--- config.mk ---
export PLATFORM = sky130hd
export DESIGN_NAME = boxcar_decimator
export DESIGN_NICKNAME = d
export VERILOG_FILES = /design/src/rtl/boxcar_decimator.sv
export SDC_FILE = /design/constraint.sdc
export NUM_CORES = 1
export LEC_CHECK = 0
export BUFFER_PORTS_ARGS = -buffer_cell sky130_fd_sc_hd__buf_2
export CORE_ASPECT_RATIO = 1.5
export CORE_UTILIZATION = 41
export DETAILED_ROUTE_END_ITERATION = 10
export SLEW_MARGIN = 20
export SYNTH_ARGS = -nofsm -noshare
export SYNTH_HDL_FRONTEND = slang
export SYNTH_SLANG_ARGS = --single-unit
--- constraint.sdc ---
create_clock -name clk -period 2.6 [get_ports clk]
set_input_delay 0.65 -clock clk [delete_from_list [all_inputs] [get_ports clk]]
set_output_delay 0.65 -clock clk [all_outputs]
set_load 0.05 [all_outputs]
--- src/rtl/boxcar_decimator.sv ---
// -----------------------------------------------------------------------------
// boxcar_decimator
//
// Downsampling stage. Accepts a valid/ready sample stream and emits one
// sample for every block of 2**FACTOR_LOG2 accepted inputs. With AVG=1 the
// emitted sample is the floor of the block average (boxcar filter followed by
// decimation); with AVG=0 it is the first sample of the block.
//
// Parameters:
//   DATA_W       unsigned sample width
//   FACTOR_LOG2  log2 of the decimation factor, legal range 1..8
//   AVG          1 = block average, 0 = first sample of block
//
// Ports:
//   clk        in   rising-edge clock
//   rst        in   synchronous active-high reset
//   in_valid   in   upstream sample present
//   in_ready   out  block can accept a sample this cycle (combinational)
//   in_data    in   upstream sample, DATA_W bits
//   out_valid  out  decimated sample present (registered)
//   out_ready  in   downstream accepts out_data this cycle
//   out_data   out  decimated sample, DATA_W bits (registered)
// -----------------------------------------------------------------------------

// Elaboration-time configuration check for the decimator.
module boxcar_decimator_cfg_chk #(
    parameter int FACTOR_LOG2 = 2
) ();
    generate
        if ((FACTOR_LOG2 < 1) || (FACTOR_LOG2 > 8)) begin : g_bad_factor
            $error("boxcar_decimator: FACTOR_LOG2=%0d outside legal range 1..8", FACTOR_LOG2);
        end
    endgenerate
endmodule

module boxcar_decimator #(
    parameter int DATA_W      = 8,
    parameter int FACTOR_LOG2 = 2,
    parameter int AVG         = 1
) (
    input  logic              clk,
    input  logic              rst,
    input  logic              in_valid,
    output logic              in_ready,
    input  logic [DATA_W-1:0] in_data,
    output logic              out_valid,
    input  logic              out_ready,
    output logic [DATA_W-1:0] out_data
);

    // Accumulator carries FACTOR_LOG2 extra bits so a full block of
    // maximum-valued samples cannot overflow it.
    localparam int ACC_W = DATA_W + FACTOR_LOG2;

    logic [FACTOR_LOG2-1:0] phase_r;
    logic [ACC_W-1:0]       acc_r;
    logic [DATA_W-1:0]      first_r;
    logic                   out_valid_r;
    logic [DATA_W-1:0]      out_data_r;

    logic                   last_phase_s;
    logic                   first_phase_s;
    logic                   in_ready_s;
    logic                   accept_s;
    logic                   complete_s;
    logic                   transfer_s;
    logic [ACC_W-1:0]       sum_s;
    logic [DATA_W-1:0]      result_s;

    boxcar_decimator_cfg_chk #(
        .FACTOR_LOG2(FACTOR_LOG2)
    ) u_cfg_chk ();

    // Handshake decode and block-result computation.
    always_comb begin
        last_phase_s  = 1'b0;
        first_phase_s = 1'b0;
        in_ready_s    = 1'b0;
        accept_s      = 1'b0;
        complete_s    = 1'b0;
        transfer_s    = 1'b0;
        sum_s         = {ACC_W{1'b0}};
        result_s      = {DATA_W{1'b0}};

        last_phase_s  = (phase_r == {FACTOR_LOG2{1'b1}});
        first_phase_s = (phase_r == {FACTOR_LOG2{1'b0}});

        // Only the block-completing sample is held off while the output
        // register is occupied and stalled; partial accumulation continues.
        if (rst) begin
            in_ready_s = 1'b0;
        end else begin
            in_ready_s = !(last_phase_s && out_valid_r && !out_ready);
        end

        accept_s   = in_valid && in_ready_s;
        complete_s = accept_s && last_phase_s;
        transfer_s = out_valid_r && out_ready;

        sum_s = acc_r + {{FACTOR_LOG2{1'b0}}, in_data};

        // Upper DATA_W bits of the sum are the floor of sum / FACTOR.
        if (AVG != 0) begin
            result_s = sum_s[ACC_W-1:FACTOR_LOG2];
        end else begin
            result_s = first_r;
        end
    end

    // Block accumulation: phase counter, running sum and first sample.
    always_ff @(posedge clk) begin
        if (rst) begin
            phase_r <= {FACTOR_LOG2{1'b0}};
            acc_r   <= {ACC_W{1'b0}};
            first_r <= {DATA_W{1'b0}};
        end else if (accept_s) begin
            if (last_phase_s) begin
                phase_r <= {FACTOR_LOG2{1'b0}};
                acc_r   <= {ACC_W{1'b0}};
                first_r <= first_r;
            end else begin
                phase_r <= phase_r + FACTOR_LOG2'(1);
                acc_r   <= sum_s;
                if (first_phase_s) begin
                    first_r <= in_data;
                end else begin
                    first_r <= first_r;
                end
            end
        end else begin
            phase_r <= phase_r;
            acc_r   <= acc_r;
            first_r <= first_r;
        end
    end

    // Single-entry output register. A completion in the same cycle as a
    // transfer reloads the register and keeps out_valid high (no bubble).
    always_ff @(posedge clk) begin
        if (rst) begin
            out_valid_r <= 1'b0;
            out_data_r  <= {DATA_W{1'b0}};
        end else if (complete_s) begin
            out_valid_r <= 1'b1;
            out_data_r  <= result_s;
        end else if (transfer_s) begin
            out_valid_r <= 1'b0;
            out_data_r  <= out_data_r;
        end else begin
            out_valid_r <= out_valid_r;
            out_data_r  <= out_data_r;
        end
    end

    assign in_ready  = in_ready_s;
    assign out_valid = out_valid_r;
    assign out_data  = out_data_r;

endmodule
==> impl_metrics.toml, run 1 <==
[sta]
min_period_ns = 2.29
max_freq_mhz = 436
hold_viol_final = 0
setup_viol = 0
drv_slew = 0
rsz0062_at_grt = "no"
fin_setup_tns_ns = 0
finalCritPeriodShare_pct = 88.2
slew_headroom_pct = 75.6
fin_skew_ns = 0.00190
worstMarginPinSlew_ns = 0.366

[global_route]
grt_pass1_vias = 951
antenna_found_initial = 0
grt_use_total_pct = 19.0
grt_first_pass_wirelength_um = 4220
grt_max_degree = 20
grt-ovfl-total = 0

[setup_path]
path_class = "in -> reg"
worstPathRequired_ns = 2.75
timing.rr.end = "out_data[4]$_SDFFE_PP0P_"
path_buf_inv = 1
path_depth = 8
rr_worst_depth = 7
start_kind = "input pin"
critPathSlowestCell = "fa_1"
slowest_delay_ns = 0.43
worstPathMaxFanout = 3
r2r-start = "acc_r[0]$_SDFFE_PP0N_"
path_delay_family = "adder cells"
end_kind = "flop"
crit_end = "out_data[4]$_SDFFE_PP0P_"
arrival_ns = 2.45
critPathLaunch = "in_data[0]"
rrSetupSlack_ns = 0.49
cp_cell_sequence = "buf_2 > ha_1 > fa_1 > a21o_1 > a21oi_1 > o21ai_0 > xor2_1 > mux2_2"

[yosys]
synth_area_um2 = 1140
synth_top_family_by_area = "simple AND/OR/NAND/NOR gates"
synth_compound_area_share_pct = 19.0
synth-simple-area-share_pct = 19.8
avgSynthCellArea_um2 = 9.16
synthDistinctLibCells = 35
synthesis.nets = 147
yosys-top-cells-area = "dfxtp_1, ha_1, nor2_1, a21oi_1, xor2_1"
yosysWarnings = 0
synth.most_common_cell = "dfxtp_1"
synth-edff-count = 0
synth_area_leader_cell = "dfxtp_1"
synth-adder-area-share_pct = 11.6
ys.flop_type = "dfxtp_1"
synth_seq_cells = 21
synthArstFlopShare_pct = 0
synth_cells = 125
synthXorXnorAreaFrac_pct = 6.12
yosys.area.top_type_share_pct = 36.7
ys_seq_area_share_pct = 36.7
synthTopCellsByCount = "dfxtp_1, nor2_1, a21oi_1"
synthMuxAreaShare_pct = 4.48

[die]
die-area_um2 = 3010
coreArea_um2 = 2650
std_cell_rows = 23
io_pins = 22
start_util_pct = 43.2
die_h_um = 66.7
fp.dieW_um = 45.1

[route]
wire_per_inst_um = 13.0
drc = 0
viasPerCell = 5.22
vias = 965
dr.first_iter.drc_count = 17
final_antenna_net_count = 0
drt-pass1-iter-count = 4
totalWireLength_um = 2400

[pwr]
leakagePower_nw = 0.628
peakVddDrop_mv = 0.363
pwr-share-clk_pct = 27.7
pwr-share-comb_pct = 25.3
power_density_nw_per_um2 = 576
sw_frac_of_total_pct = 30.1
power.share.sequential_pct = 47.0
power.internal_w = 0.000540
p_sw_w = 0.000232

[placement]
gp_congestion = 0.790
numPortBuffers = 21
placed_area_um2 = 1300
place.detailed.hpwl_um = 1830

[hold_path]
min_path_type = "reg -> reg"
min_from = "phase_r[1]$_SDFFE_PP0N_"

[clock_network]
clk_path_buf_depth = 2
numCtsBuffers = 3
cts-root-buf = "clkbuf_8"
cts_sinks = 21
post-cts-setup-buffers = 0
cts_tree = "yes"
postCtsHoldBufs = 0
cts_max_level = 1
clkTransAtPathRegs_ns = 0.08
worstSkewPairLatency_ns = 0.26
ctsResizeCount = 0

[final_layout]
ff_latch_area_um2 = 420
diodes = 0
nFillCells = 285
area_delta_synth_final_pct = 17.2
fin_nets = 171
utilization_pct = 50.7
drive_above_1_share_pct = 21.6
multiInputGateArea_um2 = 698
fin_area_um2 = 1340

[status]
status = "finished, final reports clean"

[flow_run]
maxCapViolations = 0
[placed cells by master, fill, tap and decap left out, types with 2 or more instances in the layout]
cell type and instances:
a21o_1 3, a22oi_1 2, nand2_1 6, buf_2 21
nor2b_1 4, o21ai_0 4, xor2_1 6, xnor2_1 2
nor2_1 16, nand2b_1 2, clkbuf_8 3, nand3b_1 2
dfxtp_1 21, a31oi_1 2, mux2i_1 4, a21oi_1 11
nor3b_1 3, nand3_1 6, a32o_1 2, buf_4 3
ha_1 9
[tightest hold or removal path: cells and delay by family (launching register included)]
family	cells	cell delay, ns
flip-flops	1	0.32
AND/OR/NAND/NOR	2	0.10
[routing by layer]
layer | vias up | wire length, um | track usage, %
met5 | - | 0 | 0
met4 | 0 | 34 | 7.95
met1 | 448 | 1150 | 25.2
met3 | 4 | 63 | 2.44
li1 | 495 | - | -
met2 | 18 | 1150 | 30.3
[worst min path at each step]
| stage | end | depth (start not counted) |
|---|---|---|
| global placement | phase_r[1]$_SDFFE_PP0N_ | 2 |
| CTS | phase_r[1]$_SDFFE_PP0N_ | 2 |
| detailed placement | phase_r[1]$_SDFFE_PP0N_ | 2 |
| floorplan | phase_r[1]$_SDFFE_PP0N_ | 2 |
| global route | phase_r[1]$_SDFFE_PP0N_ | 2 |
| finish | phase_r[1]$_SDFFE_PP0N_ | 2 |
[registers in the layout, indices dropped and copies added, names as in the netlist]
| name | flops |
|---|---|
| out_data | 8 |
| phase_r | 2 |
| acc_r | 10 |
| out_valid | 1 |
[power groups by stage]
| stage | Combinational [W] | Sequential, W | Clock [W] |
|---|---|---|---|
| after detailed placement | 0.000196 | 0.000370 | 0 |
| after CTS | 0.000197 | 0.000362 | 0.000219 |
| after global placement | 0.000193 | 0.000368 | 0 |
| after floorplan | 0.000150 | 0.000370 | 0 |
| final | 0.000195 | 0.000363 | 0.000214 |
| after global routing | 0.000221 | 0.000366 | 0.000237 |
[logic make-up after synthesis]
family,count (synthesis)
simple gates,45
compound gates,30
flops,21
fa+ha+maj,10
xor+xnor,8
buf+inv,6
mux,5
[per-stage QoR]
step,instances,setup slack [ns],hold WS [ns],total power (W)
3_3_place_gp,181,0.0665,0.447,0.000561
6_report,185,0.306,0.466,0.000772
5_1_grt,185,0.160,0.495,0.000824
4_1_cts,185,0.304,0.466,0.000779
2_1_floorplan,125,0.271,0.438,0.000520
3_5_place_dp,181,0.0353,0.455,0.000566
[layout make-up]
cell class              instances  share of cell area (%)
flip-flops and latches         21                    31.3
inverters                       1                   0.280
well taps                      37                    3.45
repair buffers                 24                    9.51
multi-input cells              98                    52.1
clock buffers                   4                    3.36
(Power assumes the default switching activity.)
==> run 2: changes to the inputs <==
==> constraint.sdc (replaced) <==
create_clock -name clk -period 2.6 [get_ports clk]
set_input_delay 0.26 -clock clk [delete_from_list [all_inputs] [get_ports clk]]
set_output_delay 0.26 -clock clk [all_outputs]
set_load 0.05 [all_outputs]
==> run 2 against run 1 <==
Effect of this change: the run now ends with design-rule violations left; critical path type is now reg -> reg; first-iteration DRC count grew 35%; die area did not move; clock power rose by 2%; cell count shrank 1.6%; combinational power hardly changed.
==> impl_metrics.toml, run 2 (synthesis results as in run 1) <==
[sta]
hold_viol_final = 0
fin_skew_ns = 0.00312
fin_setup_tns_ns = 0
finalCritPeriodShare_pct = 79.8
max_freq_mhz = 482
slew_headroom_pct = 60.2
setup_ws_ns = 0.524
min_period_ns = 2.08
worst_hold_slack_ns = 0.298
rsz0062_at_grt = "no"
setup_viol = 0
drv_slew = 0
worstMarginPinSlew_ns = 0.596

[route]
drt-pass1-iter-count = 7
wl_met2_um = 1140
drc = 2
totalWireLength_um = 2330
final_antenna_net_count = 0
dr.first_iter.drc_count = 23
viasPerCell = 5.24
m1WireLength_um = 1100
wl_met3_um = 47
top_layer_used = "met4"
wire_per_inst_um = 12.8
vias = 953

[setup_path]
slowest_delay_ns = 0.41
path_class = "reg -> reg"
path_buf_inv = 0
path_delay_family = "adder cells"
arrival_ns = 2.23
end_kind = "flop"
worstPathMaxFanout = 3
start_kind = "flop"
cp_cell_sequence = "ha_1 > fa_1 > a21o_1 > a21oi_1 > o21ai_0 > xor2_1 > mux2_2"
worstPathRequired_ns = 2.75
critPathSlowestCell = "fa_1"

[final_layout]
fin_nets = 168
multiInputGateArea_um2 = 698
nFillCells = 287
largest_register_ffs = 10
diodes = 0
final_cell_mix = "dfxtp_1, buf_2, nor2_1"
ff_latch_area_um2 = 420
area_delta_synth_final_pct = 15.2
final_cells = 182
top_register = "acc_r"
drive_above_1_share_pct = 20.0

[clock_network]
postCtsHoldBufs = 0
cts_sinks = 21
numCtsBuffers = 3
cts-root-buf = "clkbuf_8"
post-cts-setup-buffers = 0
clkTransAtPathRegs_ns = 0.07
cts_tree = "yes"
worstSkewPairLatency_ns = 0.26
ctsResizeCount = 0
cts_max_level = 1
clk_path_buf_depth = 2

[global_route]
grt_first_pass_wirelength_um = 4060
grt_max_degree = 20
grt_pass1_vias = 950
antenna_found_initial = 0
grt_use_total_pct = 18.4
grt-ovfl-total = 0

[placement]
dp_cells = 178
numPortBuffers = 21
place.detailed.hpwl_um = 1770
place_ws_ns = 0.458
gp_congestion = 0.794

[die]
die_h_um = 66.7
coreArea_um2 = 2650
start_util_pct = 43.2
io_pins = 22
die-area_um2 = 3010
std_cell_rows = 23
fp.dieW_um = 45.1

[pwr]
power_density_nw_per_um2 = 586
leakagePower_nw = 0.615
peakVddDrop_mv = 0.324

[flow_run]
maxCapViolations = 0

[hold_path]
min_path_type = "in -> reg"

[status]
status = "finished, violations left"
violations = "design-rule violations"
[run 2: metrics by stage]
stage          cell area, um2  total power [W]  util [%]
2_1_floorplan            1140         0.000520         -
3_3_place_gp             1270         0.000559      48.1
3_5_place_dp             1270         0.000564      48.1
4_1_cts                  1320         0.000778      49.8
5_1_grt                  1320         0.000816      49.8
6_report                 1320         0.000773      49.8
[run 2: report_power, final]
part           internal (W)  switching (W)  total [W]
logic             0.0000842       0.000108   0.000193
clock network      0.000109       0.000109   0.000218
registers          0.000344      0.0000172   0.000362
total              0.000538       0.000235   0.000773
[run 2: worst reg2reg max path, stage by stage, from the launching register on]
cell,delay [ns]
dfxtp_1,0.32
ha_1,0.22
fa_1,0.41
a21o_1,0.19
a21oi_1,0.25
o21ai_0,0.16
xor2_1,0.17
mux2_2,0.26
[run 2: final cells by class]
cell class / instances / share of cell area [%]
tap: 37 / 3.51
inverter: 1 / 0.285
multi-input combinational: 98 / 52.9
clock buffer: 4 / 3.42
sequential: 21 / 31.9
timing repair buffer: 21 / 7.97
[run 2: final timing paths]
check | slack, ns | to | depth (start not counted) | start
worst max-delay path | 0.52 | out_data[4]$_SDFFE_PP0P_ | 7 | acc_r[0]$_SDFFE_PP0N_
worst min-delay path | 0.30 | out_valid$_SDFFE_PP0P_ | 3 | out_ready
worst max register to register | 0.52 | out_data[4]$_SDFFE_PP0P_ | 7 | acc_r[0]$_SDFFE_PP0N_
worst min register to register | 0.46 | phase_r[1]$_SDFFE_PP0N_ | 2 | phase_r[1]$_SDFFE_PP0N_
[run 2: routing by layer]
| layer | vias to the layer above | track usage [%] |
|---|---|---|
| met5 | - | 0 |
| met4 | 0 | 9.85 |
| met3 | 5 | 2.71 |
| met2 | 20 | 29.7 |
| met1 | 441 | 22.8 |
| li1 | 487 | - |
